## config.mk

```make
export PLATFORM = sky130hd
export DESIGN_NAME = iomem_xbar
export DESIGN_NICKNAME = d
export VERILOG_FILES = /design/src/rtl/iomem_xbar.sv
export SDC_FILE = /design/constraint.sdc
export NUM_CORES = 1
export LEC_CHECK = 0
export ABC_AREA = 0
export BUFFER_PORTS_ARGS = -buffer_cell sky130_fd_sc_hd__clkbuf_2
export CAP_MARGIN = 30
export CORE_MARGIN = 10
export CORE_UTILIZATION = 40
export CTS_BUF_LIST = sky130_fd_sc_hd__clkbuf_16
export DETAILED_ROUTE_END_ITERATION = 7
export HOLD_SLACK_MARGIN = 0.12
export PLACE_DENSITY = 0.72
export SLEW_MARGIN = 20
export SYNTH_ARGS = -nofsm -noshare
export SYNTH_HDL_FRONTEND = slang
export SYNTH_SLANG_ARGS = --single-unit
```

## constraint.sdc

```tcl
create_clock -name clk -period 2.3 [get_ports clk]
set_input_delay 0.23 -clock clk [delete_from_list [all_inputs] [get_ports clk]]
set_output_delay 0.23 -clock clk [all_outputs]
set_load 0.05 [all_outputs]
```

## src/rtl/iomem_xbar.sv

```systemverilog
// iomem crossbar: decodes equal-sized windows onto NUM_SLAVES peripherals, one
// transaction at a time, with a per-access timeout and a saturating error counter.
module iomem_xbar #(
    parameter int          NUM_SLAVES = 4,
    parameter int          WIN_AW     = 12,
    parameter logic [31:0] BASE_ADDR  = 32'h0300_0000,
    parameter int          TIMEOUT    = 255,
    parameter logic [31:0] ERR_DATA   = 32'hDEAD_BEEF
) (
    input  logic                     clk,
    input  logic                     resetn,
    input  logic                     iomem_valid,
    output logic                     iomem_ready,
    input  logic [3:0]               iomem_wstrb,
    input  logic [31:0]              iomem_addr,
    input  logic [31:0]              iomem_wdata,
    output logic [31:0]              iomem_rdata,
    output logic [NUM_SLAVES-1:0]    s_valid,
    output logic [3:0]               s_wstrb,
    output logic [WIN_AW-1:0]        s_addr,
    output logic [31:0]              s_wdata,
    input  logic [32*NUM_SLAVES-1:0] s_rdata,
    input  logic [NUM_SLAVES-1:0]    s_ready,
    output logic                     err_pulse,
    output logic [7:0]               err_cnt
);
    localparam int IW = (NUM_SLAVES > 1) ? $clog2(NUM_SLAVES) : 1;
    localparam int CW = (TIMEOUT > 0) ? $clog2(TIMEOUT + 1) : 1;
    localparam logic [CW-1:0] TO_TERM = (TIMEOUT > 0) ? CW'(TIMEOUT - 1) : '0;

    typedef enum logic [1:0] {IDLE, ACCESS, RESP} state_t;

    state_t                state_q;
    logic [IW-1:0]         idx_q;
    logic [CW-1:0]         to_cnt_q;
    logic                  iomem_ready_q, err_pulse_q;
    logic [31:0]           iomem_rdata_q, s_wdata_q;
    logic [NUM_SLAVES-1:0] s_valid_q;
    logic [3:0]            s_wstrb_q;
    logic [WIN_AW-1:0]     s_addr_q;
    logic [7:0]            err_cnt_q;

    logic [31:0] off_d, win_d, wdata_d, sel_rdata_d;
    logic        hit_d, sel_ready_d, to_hit_d;
    logic [7:0]  err_cnt_d;

    always_comb begin
        off_d = iomem_addr - BASE_ADDR;
        win_d = off_d >> WIN_AW;
        hit_d = (iomem_addr >= BASE_ADDR) && (win_d < 32'(NUM_SLAVES));
        for (int b = 0; b < 4; b++)
            wdata_d[8*b +: 8] = iomem_wstrb[b] ? iomem_wdata[8*b +: 8] : 8'h00;
        err_cnt_d = (err_cnt_q == 8'hFF) ? err_cnt_q : err_cnt_q + 8'd1;
    end

    // Only the latched slave's ready/data are ever looked at.
    always_comb begin
        sel_rdata_d = '0;
        sel_ready_d = 1'b0;
        for (int i = 0; i < NUM_SLAVES; i++) begin
            if (idx_q == IW'(i)) begin
                sel_rdata_d = s_rdata[32*i +: 32];
                sel_ready_d = s_ready[i];
            end
        end
        to_hit_d = (TIMEOUT != 0) && (to_cnt_q == TO_TERM);
    end

    always_ff @(posedge clk) begin
        if (!resetn) begin
            state_q       <= IDLE;
            idx_q         <= '0;
            to_cnt_q      <= '0;
            iomem_ready_q <= 1'b0;
            iomem_rdata_q <= '0;
            s_valid_q     <= '0;
            s_wstrb_q     <= '0;
            s_addr_q      <= '0;
            s_wdata_q     <= '0;
            err_pulse_q   <= 1'b0;
            err_cnt_q     <= '0;
        end else begin
            case (state_q)
                IDLE: begin
                    if (iomem_valid && !iomem_ready_q) begin
                        if (hit_d) begin
                            idx_q     <= win_d[IW-1:0];
                            s_addr_q  <= iomem_addr[WIN_AW-1:0];
                            s_wstrb_q <= iomem_wstrb;
                            s_wdata_q <= wdata_d;
                            s_valid_q <= NUM_SLAVES'(1) << win_d[IW-1:0];
                            to_cnt_q  <= '0;
                            state_q   <= ACCESS;
                        end else begin
                            iomem_rdata_q <= ERR_DATA;
                            iomem_ready_q <= 1'b1;
                            err_pulse_q   <= 1'b1;
                            err_cnt_q     <= err_cnt_d;
                            state_q       <= RESP;
                        end
                    end
                end
                ACCESS: begin
                    to_cnt_q <= to_cnt_q + 1'b1;
                    // A slave answering on the terminal cycle beats the timeout.
                    if (sel_ready_d) begin
                        s_valid_q     <= '0;
                        iomem_rdata_q <= (s_wstrb_q == 4'h0) ? sel_rdata_d : 32'h0;
                        iomem_ready_q <= 1'b1;
                        state_q       <= RESP;
                    end else if (to_hit_d) begin
                        s_valid_q     <= '0;
                        iomem_rdata_q <= ERR_DATA;
                        iomem_ready_q <= 1'b1;
                        err_pulse_q   <= 1'b1;
                        err_cnt_q     <= err_cnt_d;
                        state_q       <= RESP;
                    end
                end
                RESP: begin
                    iomem_ready_q <= 1'b0;
                    err_pulse_q   <= 1'b0;
                    state_q       <= IDLE;
                end
                default: state_q <= IDLE;
            endcase
        end
    end

    assign iomem_ready = iomem_ready_q;
    assign iomem_rdata = iomem_rdata_q;
    assign s_valid     = s_valid_q;
    assign s_wstrb     = s_wstrb_q;
    assign s_addr      = s_addr_q;
    assign s_wdata     = s_wdata_q;
    assign err_pulse   = err_pulse_q;
    assign err_cnt     = err_cnt_q;
endmodule

```

==> key figures <==
Worst setup path
  • Slowest cell on crit path: o31a_1
  • Largest delay share family, worst path: compound AO/OA/AOI/OAI gates
  • CP endpoint kind: register
  • WS Path Type: reg -> reg
  • CP Buf/Inv Count: 0
  • Crit start category: register
  • Worst EP arrival: 2.31 ns
  • Crit Path Max Fanout: 15
  • Slowest stage delay, CP: 0.54 ns
  • CP Data Required Time: 2.59 ns
  • CP cell instances: nor2b_1 > o21bai_1 > o31a_1 > or4b_1 > a21oi_1

Synthesis
  • YS warnings: 0
  • Main synth FF type: dfxtp_1
  • Post-synth EDFFs: 0
  • Post-synthesis sequential area ratio: 0.428
  • Ranking of synthesized cells by area: dfxtp_1 43%, mux4_2 15%, a22o_1 5.6%, o221a_2 5.4%, nand2_1 4.2%
  • Top-count cell post-synth: dfxtp_1
  • Synthesized area per cell: 10.7 µm²
  • Synth cell types: 43
  • FFs w/ async S/R, synth: 0
  • Post-Syn Area: 0.00496 mm²
  • Syn nets: 668
  • Yosys top cell area share: 0.428
  • Post-synth top cells: 106 x dfxtp_1, 55 x nand2_1, 33 x mux4_2, 32 x a22o_1, 27 x nor2b_1
  • Syn Inst Count: 462
  • Synth Register Bits: 106
  • Yosys top cell by area: dfxtp_1

Placement
  • Pre-CTS setup slack: 0.243 ns
  • # port buffers: 296
  • Post-DP Area: 0.00664 mm²
  • DPL Wire Length: 14700 µm
  • GP Congestion: 0.951
  • Dpl cells: 904

GRT
  • Antenna violations before repair: 0
  • Vias in the first global route: 5439
  • Met3 Usage GRT: 0.0675
  • Met2 track utilization from global routing: 0.357
  • First-pass GRT wire length: 29400 µm
  • Congestion Overflow GR: 0
  • GRT met1 Usage: 0.238
  • Overall routing resource usage: 0.209
  • GR peak layer: met2
  • Largest net degree at the start of global routing: 38

Floorplan
  • Initial Utilization: 0.411
  • Die ar.: 0.0173 mm²
  • Die span in y: 131 µm
  • IO Count: 297
  • Row count: 40
  • Die X-Extent: 131 µm
  • Core ar.: 0.0121 mm²

Cells and area
  • Layout Utilization: 0.611
  • Area delta synth->final: 48.5%
  • NumNets Final: 995
  • Share of cells above drive strength 1: 0.497
  • Register area: 0.00212 mm²
  • Ant diodes: 0
  • Fillcell total: 987
  • Post-route cell area: 0.00737 mm²
  • Fin cells: 962
  • Multi-input logic area: 0.00262 mm²

Clock tree
  • Worst skew pair latency: 0.35 ns
  • Clock Sink Count: 106
  • CTS tree: built
  • Clk pin slew, worst setup/hold paths: 0.07 ns
  • Root Buffer Master: clkbuf_16
  • Clock Path Buffers: 2
  • H-tree depth: 3
  • Number of CTS-inserted buffers: 9

Power
  • Total power: 4.19 mW
  • Leakage: 3.35 nW
  • Pwr per Cell Area: 568 mW/mm²
  • Peak supply drop: 0.395 mV

Drt
  • Avg WL per Cell: 19.4 µm
  • DRT antenna net count: 0
  • Via Count: 5037
  • DRC: 0
  • Detailed Route WL: 18700 µm
  • DR iter-0 viols: 421
  • Total iterations of the first detailed-routing run: 5
  • Avg Vias per Cell: 5.24

Hold path
  • Min-Delay Path Class: in -> reg

Status
  • Outcome: finished clean

STA
  • Final hold viol count: 0
  • Setup ws final: 0.283 ns
  • Hold_ws: 0.124 ns
  • Clk_skew: 0.00600 ns
  • RSZ-0062 raised after global routing: no
  • Final setup fails: 0
  • Final sum of negative setup slack: 0 ns
  • Fmax: 496 MHz
  • Final period utilization: 0.877
  • Relative slew slack: 0.492
  • Slew of the pin with the lowest slew margin: 0.760 ns
  • Crit path time final: 2.02 ns
  • Pins Over Slew Limit: 0

Flow run
  • Max-cap check violation count: 0
-- power by group --
part	switching, mW	internal, mW
Combinational	0.380	0.325
Sequential	0.0335	1.89
Clock	0.710	0.854
-- logic make-up (layout without fill, tap and decap cells) --
| kind of cell | after synthesis | after routing | share of synthesized area |
|---|---|---|---|
| adder cells (fa/ha/maj) | 3 | 3 | 0.00757 |
| XOR/XNOR | 1 | 1 | 0.00177 |
| AO/OA/AOI/OAI | 111 | 111 | 0.180 |
| AND/OR/NAND/NOR | 148 | 148 | 0.172 |
| multiplexers | 41 | 41 | 0.166 |
| buffers and inverters | 52 | 384 | 0.0451 |
| flip-flops | 106 | 106 | 0.428 |
-- per-layer routing --
| metal | up-vias | wire length (µm) |
|---|---|---|
| li1 | 2396 | - |
| met1 | 2394 | 7480 |
| met2 | 214 | 9390 |
| met3 | 33 | 1320 |
| met4 | 0 | 515 |
| met5 | - | 0 |
-- flip-flops by register name, summed over array words and instances, names as in the netlist --
signal       cells
s_valid          4
s_wstrb          4
s_wdata         32
s_addr          12
iomem_rdata     32
state_q          2
to_cnt_q         8
iomem_ready      1
idx_q            2
err_cnt          8
err_pulse        1
-- placed cells by master (no fill, tap or decap), drive strengths merged, types with 11 or more instances in the layout --
master,Yosys,final
buf,18,16
dlygate4sd3,0,42
nor2,11,11
a21oi,22,22
inv,14,15
nor2b,27,27
mux4,33,33
clkbuf,20,305
o221a,24,24
nand2,55,55
a22o,32,32
dfxtp,106,106
-- timing repair --
action | CTS | global route
endpoints found under the hold margin | 42 | 0
hold buffers | 42 | 0
setup buffers | 0 | 0
gates resized for setup | 0 | 0
-- worst paths after layout --
kind	startpoint	end	slack [ns]	cells past startpoint
setup / recovery	iomem_ready	s_valid[1]	0.28	5
hold / removal	iomem_wdata[0]	s_wdata[0]	0.12	2
setup reg to reg	iomem_ready	s_valid[1]	0.28	5
hold reg to reg	s_addr[3]	s_addr[3]	0.46	2
-- area by class of cell --
| class | count | area share |
|---|---|---|
| Clock buffer | 9 | 0.0306 |
| Clock inverter | 7 | 0.0107 |
| Inverter | 14 | 0.00713 |
| Multi-Input combinational cell | 304 | 0.356 |
| Sequential cell | 106 | 0.288 |
| Tap cell | 168 | 0.0285 |
| Timing Repair Buffer | 354 | 0.279 |
No activity file was read; power rests on OpenSTA's default activity.
